<file path="src/rtl/mips_perf_pkg.sv">
// Shared constants and FSM encoding for the perf-counter serial readout.
// Frame layout: sync byte, NUM_CNT counter words MSB first, XOR checksum byte.
package mips_perf_pkg;

    localparam int         PERF_NUM_CNT    = 8;
    localparam int         PERF_FRAME_BITS = 272;
    localparam logic [7:0] PERF_SYNC       = 8'hA5;

    localparam int CNT_CYCLE = 0;
    localparam int CNT_INST  = 1;
    localparam int CNT_BR    = 2;
    localparam int CNT_LD    = 3;
    localparam int CNT_ST    = 4;
    localparam int CNT_USER1 = 5;
    localparam int CNT_USER2 = 6;
    localparam int CNT_USER3 = 7;

    typedef enum logic [2:0] {
        ST_IDLE = 3'd0,
        ST_SYNC = 3'd1,
        ST_DATA = 3'd2,
        ST_CSUM = 3'd3,
        ST_DONE = 3'd4
    } perf_state_e;

endpackage

</file>
<file path="src/rtl/perf_bit_shifter.sv">
// Bit-rate divider plus load/shift register: emits a loaded byte or word MSB first,
// each bit held BIT_DIV clocks, and flags word_done on the last clock of the last bit.
module perf_bit_shifter #(
    parameter int WORD_W  = 32,
    parameter int BIT_DIV = 1
) (
    input  logic              clk,
    input  logic              rst_n,
    input  logic              load,
    input  logic              load_word,
    input  logic [WORD_W-1:0] load_data,
    output logic              ser_bit,
    output logic              active,
    output logic              word_done
);

    localparam int DIV_W  = (BIT_DIV > 1) ? $clog2(BIT_DIV) : 1;
    localparam int BCNT_W = $clog2(WORD_W);

    logic [WORD_W-1:0] sreg_q, sreg_d;
    logic [DIV_W-1:0]  div_q, div_d;
    logic [BCNT_W-1:0] bit_cnt_q, bit_cnt_d;
    logic              active_q, active_d;
    logic              div_wrap;

    assign div_wrap  = (div_q == DIV_W'(BIT_DIV - 1));
    assign word_done = active_q && div_wrap && (bit_cnt_q == '0);

    // A load on the word_done cycle chains words with no gap bit.
    always_comb begin
        sreg_d    = sreg_q;
        div_d     = div_q;
        bit_cnt_d = bit_cnt_q;
        active_d  = active_q;
        if (load) begin
            sreg_d    = load_word ? load_data : {load_data[7:0], {(WORD_W-8){1'b0}}};
            bit_cnt_d = load_word ? BCNT_W'(WORD_W - 1) : BCNT_W'(7);
            div_d     = '0;
            active_d  = 1'b1;
        end else if (active_q) begin
            if (div_wrap) begin
                div_d = '0;
                if (bit_cnt_q == '0) begin
                    active_d = 1'b0;
                    sreg_d   = '0;
                end else begin
                    sreg_d    = {sreg_q[WORD_W-2:0], 1'b0};
                    bit_cnt_d = bit_cnt_q - BCNT_W'(1);
                end
            end else begin
                div_d = div_q + DIV_W'(1);
            end
        end
    end

    always_ff @(posedge clk) begin
        if (!rst_n) begin
            sreg_q    <= '0;
            div_q     <= '0;
            bit_cnt_q <= '0;
            active_q  <= 1'b0;
        end else begin
            sreg_q    <= sreg_d;
            div_q     <= div_d;
            bit_cnt_q <= bit_cnt_d;
            active_q  <= active_d;
        end
    end

    assign ser_bit = sreg_q[WORD_W-1];
    assign active  = active_q;

endmodule

</file>
<file path="src/rtl/mips_perf_serializer.sv">
// Snapshots the eight CPU perf counters on request or periodic tick and streams
// them on one pin as sync byte, counter words and XOR checksum.
module mips_perf_serializer
    import mips_perf_pkg::*;
#(
    parameter int NUM_CNT     = PERF_NUM_CNT,
    parameter int CNT_W       = 32,
    parameter int BIT_DIV     = 1,
    parameter int AUTO_PERIOD = 0
) (
    input  logic             clk,
    input  logic             rst_n,
    input  logic [CNT_W-1:0] cycle_cnt,
    input  logic [CNT_W-1:0] inst_cnt,
    input  logic [CNT_W-1:0] br_cnt,
    input  logic [CNT_W-1:0] ld_cnt,
    input  logic [CNT_W-1:0] st_cnt,
    input  logic [CNT_W-1:0] user1_cnt,
    input  logic [CNT_W-1:0] user2_cnt,
    input  logic [CNT_W-1:0] user3_cnt,
    input  logic             snap_req,
    output logic             busy,
    output logic             done,
    output logic             ser_en,
    output logic             ser_data
);

    localparam int                IDX_W    = $clog2(NUM_CNT);
    localparam int                AUTO_W   = (AUTO_PERIOD > 1) ? $clog2(AUTO_PERIOD) : 1;
    localparam logic [IDX_W-1:0]  LAST_IDX = IDX_W'(NUM_CNT - 1);

    perf_state_e       state_q, state_d;
    logic [CNT_W-1:0]  cnt_in [NUM_CNT];
    logic [CNT_W-1:0]  snap_q [NUM_CNT];
    logic [CNT_W-1:0]  snap_d [NUM_CNT];
    logic [IDX_W-1:0]  word_idx_q, word_idx_d, next_idx;
    logic [7:0]        csum_q, csum_d, csum_in;
    logic [AUTO_W-1:0] auto_cnt_q, auto_cnt_d;
    logic              busy_q, busy_d;
    logic              done_q, done_d;
    logic              auto_tick, accept;
    logic              sh_load, sh_load_word;
    logic [CNT_W-1:0]  sh_load_data;
    logic              sh_bit, sh_active, sh_word_done;

    assign cnt_in[CNT_CYCLE] = cycle_cnt;
    assign cnt_in[CNT_INST]  = inst_cnt;
    assign cnt_in[CNT_BR]    = br_cnt;
    assign cnt_in[CNT_LD]    = ld_cnt;
    assign cnt_in[CNT_ST]    = st_cnt;
    assign cnt_in[CNT_USER1] = user1_cnt;
    assign cnt_in[CNT_USER2] = user2_cnt;
    assign cnt_in[CNT_USER3] = user3_cnt;

    assign next_idx  = word_idx_q + IDX_W'(1);
    assign auto_tick = (AUTO_PERIOD != 0) && (auto_cnt_q == AUTO_W'(AUTO_PERIOD - 1));
    assign accept    = (state_q == ST_IDLE) && (snap_req || auto_tick);

    // Checksum is taken from the live inputs so it is ready in the accept cycle.
    always_comb begin
        csum_in = '0;
        for (int i = 0; i < NUM_CNT; i++) begin
            for (int b = 0; b < CNT_W / 8; b++) begin
                csum_in = csum_in ^ cnt_in[i][8*b +: 8];
            end
        end
    end

    always_ff @(posedge clk) begin
        if (!rst_n) begin
            state_q <= ST_IDLE;
        end else begin
            state_q <= state_d;
        end
    end

    always_comb begin
        state_d = state_q;
        case (state_q)
            ST_IDLE: if (accept) state_d = ST_SYNC;
            ST_SYNC: if (sh_word_done) state_d = ST_DATA;
            ST_DATA: if (sh_word_done && (word_idx_q == LAST_IDX)) state_d = ST_CSUM;
            ST_CSUM: if (sh_word_done) state_d = ST_DONE;
            ST_DONE: state_d = ST_IDLE;
            default: state_d = ST_IDLE;
        endcase
    end

    // busy/done are registered from the next state so they line up with ser_en.
    always_comb begin
        busy_d       = (state_d != ST_IDLE);
        done_d       = (state_d == ST_DONE);
        sh_load      = 1'b0;
        sh_load_word = 1'b0;
        sh_load_data = '0;
        case (state_q)
            ST_IDLE: begin
                if (accept) begin
                    sh_load      = 1'b1;
                    sh_load_data = CNT_W'(PERF_SYNC);
                end
            end
            ST_SYNC: begin
                if (sh_word_done) begin
                    sh_load      = 1'b1;
                    sh_load_word = 1'b1;
                    sh_load_data = snap_q[0];
                end
            end
            ST_DATA: begin
                if (sh_word_done) begin
                    sh_load = 1'b1;
                    if (word_idx_q == LAST_IDX) begin
                        sh_load_data = CNT_W'(csum_q);
                    end else begin
                        sh_load_word = 1'b1;
                        sh_load_data = snap_q[next_idx];
                    end
                end
            end
            default: ;
        endcase
    end

    always_comb begin
        snap_d     = snap_q;
        word_idx_d = word_idx_q;
        csum_d     = csum_q;
        auto_cnt_d = auto_cnt_q;
        if (accept) begin
            snap_d     = cnt_in;
            word_idx_d = '0;
            csum_d     = csum_in;
            auto_cnt_d = '0;
        end else if ((state_q == ST_IDLE) && (AUTO_PERIOD != 0)) begin
            auto_cnt_d = auto_cnt_q + AUTO_W'(1);
        end
        if ((state_q == ST_DATA) && sh_word_done && (word_idx_q != LAST_IDX)) begin
            word_idx_d = next_idx;
        end
    end

    always_ff @(posedge clk) begin
        if (!rst_n) begin
            for (int i = 0; i < NUM_CNT; i++) begin
                snap_q[i] <= '0;
            end
            word_idx_q <= '0;
            csum_q     <= '0;
            auto_cnt_q <= '0;
            busy_q     <= 1'b0;
            done_q     <= 1'b0;
        end else begin
            snap_q     <= snap_d;
            word_idx_q <= word_idx_d;
            csum_q     <= csum_d;
            auto_cnt_q <= auto_cnt_d;
            busy_q     <= busy_d;
            done_q     <= done_d;
        end
    end

    perf_bit_shifter #(
        .WORD_W  (CNT_W),
        .BIT_DIV (BIT_DIV)
    ) u_shifter (
        .clk       (clk),
        .rst_n     (rst_n),
        .load      (sh_load),
        .load_word (sh_load_word),
        .load_data (sh_load_data),
        .ser_bit   (sh_bit),
        .active    (sh_active),
        .word_done (sh_word_done)
    );

    assign busy     = busy_q;
    assign done     = done_q;
    assign ser_en   = sh_active;
    assign ser_data = sh_bit;

endmodule
</file>
<file path="config.mk">
export PLATFORM = sky130hd
export DESIGN_NAME = mips_perf_serializer
export DESIGN_NICKNAME = d
export VERILOG_FILES = /design/src/rtl/mips_perf_pkg.sv /design/src/rtl/perf_bit_shifter.sv /design/src/rtl/mips_perf_serializer.sv
export SDC_FILE = /design/constraint.sdc
export NUM_CORES = 1
export LEC_CHECK = 0
export CORE_UTILIZATION = 46
export DETAILED_ROUTE_END_ITERATION = 6
export PLACE_DENSITY = 0.73
export RECOVER_POWER = 50
export SLEW_MARGIN = 40
export SYNTH_ARGS = -nofsm -noshare
export SYNTH_HDL_FRONTEND = slang
export SYNTH_SLANG_ARGS = --single-unit
</file>
<file path="constraint.sdc">
create_clock -name clk -period 2.45 [get_ports clk]
set_clock_uncertainty 0.15 [all_clocks]
set_input_delay 0.6125 -clock clk [delete_from_list [all_inputs] [get_ports clk]]
set_output_delay 0.6125 -clock clk [all_outputs]
set_load 0.1 [all_outputs]
</file>
* Word level (Yosys, flattened, before mapping)
Index checks and enable logic that the tools add are counted.
** Storage, ports and cells
- Register bits after elaboration :: 311
- Input bits :: 259
- Output and inout port bits :: 4
- Word-level logic and storage cells :: 114
** Cells by class
- $add $sub $neg :: 3
- Magnitude comparators :: 1
- Equality and inequality tests :: 8
- Multiplexer cells :: 36
- Bitwise operators :: 34
- Reduce and logical (&&, ||, !) cells :: 15
** Operators by type and width (number)
- two-way mux 32 bit :: 10
- XOR 8 bit :: 31
- binary-select mux 32 bit (select 3 bit) :: 1
- case mux 32 bit (3 select lines) :: 1
- two-way mux 5 bit :: 5
- two-way mux 3 bit :: 6
- case mux 3 bit (4 select lines) :: 1
- two-way mux 1 bit :: 9
- two-way mux 8 bit :: 1
- equality test 3 x 2 -> 1 bit, second input constant :: 2
- equality test 3 bit, second input constant :: 2
- logical AND 1 bit :: 6
- logical NOT 5 bit :: 1
- subtractor 5 x 1 -> 5 bit, second input constant :: 1
- >= comparator 4 bit, second input constant :: 1
- != test 2 bit, second input constant :: 2
- inverter 3 -> 4 bit :: 1
- case mux 1 bit (2 select lines) :: 2
- nonzero test 2 bit :: 2
- OR reduction 2 bit :: 2
- adder 3 x 1 -> 3 bit, second input constant :: 1
- equality test 3 x 1 -> 1 bit, second input constant :: 1
- logical NOT 3 bit :: 1
- != test 3 bit, second input constant :: 1
- 5 further kinds :: 6

* Depth between registers and ports, before layout
- Depth after elaboration :: 31
- Depth in mapped cells :: 9
- Mapped depth without buffers :: 8

* Hierarchy
From an unflattened synthesis, not the netlist that was laid out.
** Unflattened totals
- Cells, all modules :: 1828
- Area total of the unflattened synthesis :: 16218.1 um2
** Modules (own cells, without submodules)
- mips_perf_serializer :: times used 1, cells each 1614, area an instance 14361.3 um2, seq. area each 5445.2 um2
- perf_bit_shifter :: times used 1, cells each 214, area an instance 1856.8 um2, seq. area each 760.7 um2

* Worst setup path before layout
Ideal clock, no wire load.
- Path kind :: reg2reg
- Start point :: register u_shifter.active_q (netlist: u_shifter.active)
- End point :: register u_shifter.sreg_q[24]
- Arrival time :: 2315 ps
- Slack :: -96 ps
- Stages on the path, launching flop included :: 8
- Clock period less this slack :: 2546 ps
- Path through :: dfxtp_1 clkbuf_1 nand2_1 nor3_1 buf_2 buf_2 nand2_1 a41oi_1
** Between the ends
- Longest elaborated chain between the ends :: 6
- Elaborated cells between the ends (all ways) :: 14
** RTL lines
- start, declared :: line perf_bit_shifter.sv:23 : logic active_q, active_d;
- start signal, assigned :: line perf_bit_shifter.sv:66 : active_q <= active_d;
- logical AND 1 bit (2 in a row) :: line perf_bit_shifter.sv:27 : assign word_done = active_q && div_wrap && (bit_cnt_q == '0);
- two-way mux 1 bit (tied with other cells) :: line mips_perf_serializer.sv:104, mips_perf_serializer.sv:111
- case mux 1 bit (2 select lines) / case mux 32 bit (3 select lines) (equally long branches) :: line mips_perf_serializer.sv:96 : case (state_q)
- != test 2 bit (no line) (tied with other cells)
- AND reduction 2 bit (no line) / two-way mux 32 bit (equally long branches)
- end signal, assigned :: line perf_bit_shifter.sv:63 : sreg_q <= sreg_d;
- end, declared :: line perf_bit_shifter.sv:20 : logic [WORD_W-1:0] sreg_q, sreg_d;
Parallel ways exist; a longest one is shown, timed or not.
A chain may end at the register's enable or synchronous reset.

* Worst setup path after layout
- Start point :: register word_idx_q[0]
- End point :: register u_shifter.sreg_q[6]
** Between the ends
- Longest elaborated chain between the ends :: 10
- Elaborated cells between the ends (all ways) :: 14
** RTL lines
- start, declared :: line mips_perf_serializer.sv:36 : logic [IDX_W-1:0] word_idx_q, word_idx_d, next_idx;
- start signal, assigned :: line mips_perf_serializer.sv:155 : word_idx_q <= word_idx_d;
- adder 3 x 1 -> 3 bit :: line mips_perf_serializer.sv:55 : assign next_idx = word_idx_q + IDX_W'(1);
- inverter 3 -> 4 bit (implied by the code) :: line mips_perf_serializer.sv:117 : sh_load_data = snap_q[next_idx];
- binary-select mux 32 bit (select 3 bit) :: line mips_perf_serializer.sv:117
- two-way mux 32 bit (implied by the code) (2 in a row) :: line mips_perf_serializer.sv:117
- two-way mux 32 bit :: line mips_perf_serializer.sv:113 : if (word_idx_q == LAST_IDX) begin
- two-way mux 32 bit :: line mips_perf_serializer.sv:111 : if (sh_word_done) begin
- case mux 32 bit (3 select lines) :: line mips_perf_serializer.sv:96
- two-way mux 32 bit * :: line perf_bit_shifter.sv:36 : sreg_d = load_word ? load_data : {load_data[7:0], {(WORD_W-8){1'b0}}};
- two-way mux 32 bit * :: line perf_bit_shifter.sv:35 : if (load) begin
Every way passes the cells marked *; elsewhere a longest branch is shown, timed or not. The select of a mux whose other input is x is not followed.

==> reports/results.ini <==
[final_layout]
finish.utilization = 0.635
diodes = 0
final_nets = 2449
n_fill_cell = 2827
postLayoutCellArea_um2 = 22000
synthToLayoutAreaGrowth_pct = 35.8
layout-drive-gt1-share = 0.166

[worst_setup_path]
arrival_ps = 2690
crit_path_max_fanout = 6
worstPathRequired_ps = 2710
reg2reg_setup_slack_ps = 20
path_class = reg -> reg
crit_path_start_kind = flip-flop
worst_path_most_repeated_cell = ha_4
path_cells = ha_4, ha_4, buf_12, mux4_2, mux2_4, a221oi_4, nor2_1
end_kind = flip-flop
slowest_delay_ps = 560
crit_slowest_cell = mux4_2

[sta]
min_period_ps = 2430
slew_violations = 0
slew_headroom = 0.622
tightest_slew_ps = 567
fmax_mhz = 411
setup_ws_ps = 17.8
finalSetupTns_ps = 0
rsz0062_at_grt = yes
setup_viol = 0
hold_violations = 0
fin_crit_sh = 0.993

[detailed_routing]
first_iter_violations = 1470
drc = 0
drt-total-wl_mm = 58.3
routedWlPerCell_um = 21.9
dr_total_vias = 14800
antenna_left = 0
viasPerCell = 5.57
drt_pass1_iterations = 6

[pwr]
power_per_cell_area_nw_per_um2 = 680
peakVddDrop_mv = 0.523
leakage_nw = 8.11

[floorplan]
die-area_um2 = 36000
core_um2 = 34600
rows = 68
ios = 263
fp.dieH_um = 190
initial_core_util = 0.468
die_w_um = 190

[clocking]
cts_max_level = 2
clk_pin_slew_ps = 60
cts_tree = built
hold_buffers = 0
clk_latency_ps = 540
clockBufferDepth = 3
clock_sinks = 310
numCtsBuffers = 35
clockRootBuffer = clkbuf_16

[synth]
synth_async_sr_flop_share = 0
syn_avg_cell_area_um2 = 8.96
netlist_area_um2 = 16200
ys_warn_count = 0
syn_inst = 1808
synth_area_leaders = dfxtp_1, nand2_1, a21boi_0
synth_seq_cells = 310
synth.most_common_cell = nand2_1
synth-seq-area-share = 0.383
synth_ff_type = dfxtp_1
yosysUniqueCellTypes = 57
synthTopCellsByCount = nand2_1, dfxtp_1, a21boi_0, xnor2_1, clkbuf_1
synth_top_cell_by_area = dfxtp_1
synth_enable_flop_cells = 0
syn_nets = 2070
synth_top_area_share = 0.383

[place]
io_buffers = 262
gp_congestion = 0.981
place_area_um2 = 20700
dpl_worst_slack_ps = -299
dp_hpwl_mm = 44.8

[min_path]
hold_class = reg -> reg

[global_routing]
met3_usage = 0.0446
antenna_found_initial = 0
grt.met1_usage = 0.414
grtUsageMet2 = 0.545
gr-max-usage-layer = met2
grt_pass1_vias = 14700
grt_overflow = 0
grt_use_total = 0.323
grt_pass1_wl_mm = 87.6
grt_max_degree = 89

[outcome]
outcome = finished, final reports clean

[run]
cap_violations = 0

==> power breakdown <==
group	total, mW	switching [mW]	internal [mW]
Sequential	5.71	0.288	5.42
Combinational	3.92	1.93	2.00
Clock	5.33	2.17	3.17
Total	15.0	4.38	10.6
==> logic make-up (layout without fill, tap and decap cells) <==
logic type / count (synthesis) / count (layout) / synth area share
adders and majority gates: 3 / 3 / 0.00232
buffers and inverters: 142 / 545 / 0.0385
and+or+nand+nor: 616 / 616 / 0.152
xor gates and xnor gates: 249 / 249 / 0.135
muxes: 98 / 98 / 0.113
DFF: 310 / 310 / 0.383
AOI/OAI and AO/OA: 390 / 390 / 0.176
==> path summary, 6_finish.rpt <==
path                               to  cells after the start     startpoint
setup / recovery  u_shifter.sreg_q[6]                      7  word_idx_q[0]
hold / removal             snap_q[37]                      2     snap_q[37]
setup reg to reg  u_shifter.sreg_q[6]                      7  word_idx_q[0]
hold reg to reg            snap_q[37]                      2     snap_q[37]
==> per-layer routing <==
metal	wire length [um]	part of all wire
met1	23300	0.40
met2	28200	0.48
met3	4090	0.070
met4	2660	0.046
met5	0	0
==> state kept, by name (all words and copies together) (netlist names) <==
signal and cells:
busy 1, u_shifter.sreg_q 32, snap_q 256, state_q 3
done 1, csum_q 8, u_shifter.bit_cnt_q 5, word_idx_q 3
u_shifter.active 1
==> timing repair <==
item                       4_1_cts  5_1_grt
pin swaps                        0        6
gates cloned                     2        0
resized for setup               10       19
setup endpoints to repair       17       23
buffers inserted                 1        8
==> through the flow <==
stage,hold slack (ps),power (mW),cells
after global routing,333,15.5,2666
final,309,15.0,2666
after floorplan,285,7.74,1808
after detailed placement,303,9.70,2594
after global placement,295,9.65,2594
after CTS,311,15.0,2658
==> cell usage in the layout, fill, tap and decap left out, types with 7 or more instances in the layout <==
cell type	count
mux2i_1	10
o21ai_0	30
a222oi_1	15
nor2_1	28
nor2b_1	14
xnor2_1	217
nand2_1	537
o2bb2ai_1	11
xor2_1	32
buf_4	176
mux4_1	9
clkdlybuf4s50_1	256
mux2_2	23
a21oi_1	29
clkbuf_1	11
a221oi_1	9
clkbuf_16	35
nand3_1	7
a21boi_0	261
mux4_2	53
clkbuf_2	8
clkbuf_8	10
buf_12	25
dfxtp_1	308
==> worst max-delay path, delay by kind of cell (launching register included) <==
family	cells	cell delay [ps]
multiplexers	2	870
buffers and inverters	1	140
flip-flops	1	360
AND/OR/NAND/NOR	1	60
adder cells (fa/ha/maj)	2	460
AO/OA/AOI/OAI	1	260
==> final cells by class <==
class / count / area [um^2] / share of cell area
multi-input cells: 1356 / 9460 / 0.430
clock inverters: 8 / 115 / 0.00523
clock buffers: 53 / 1040 / 0.0474
repair buffers: 478 / 4570 / 0.208
well taps: 455 / 569 / 0.0259
flip-flops and latches: 310 / 6210 / 0.282
inverters: 6 / 22.5 / 0.00102
(Power assumes the default switching activity.)
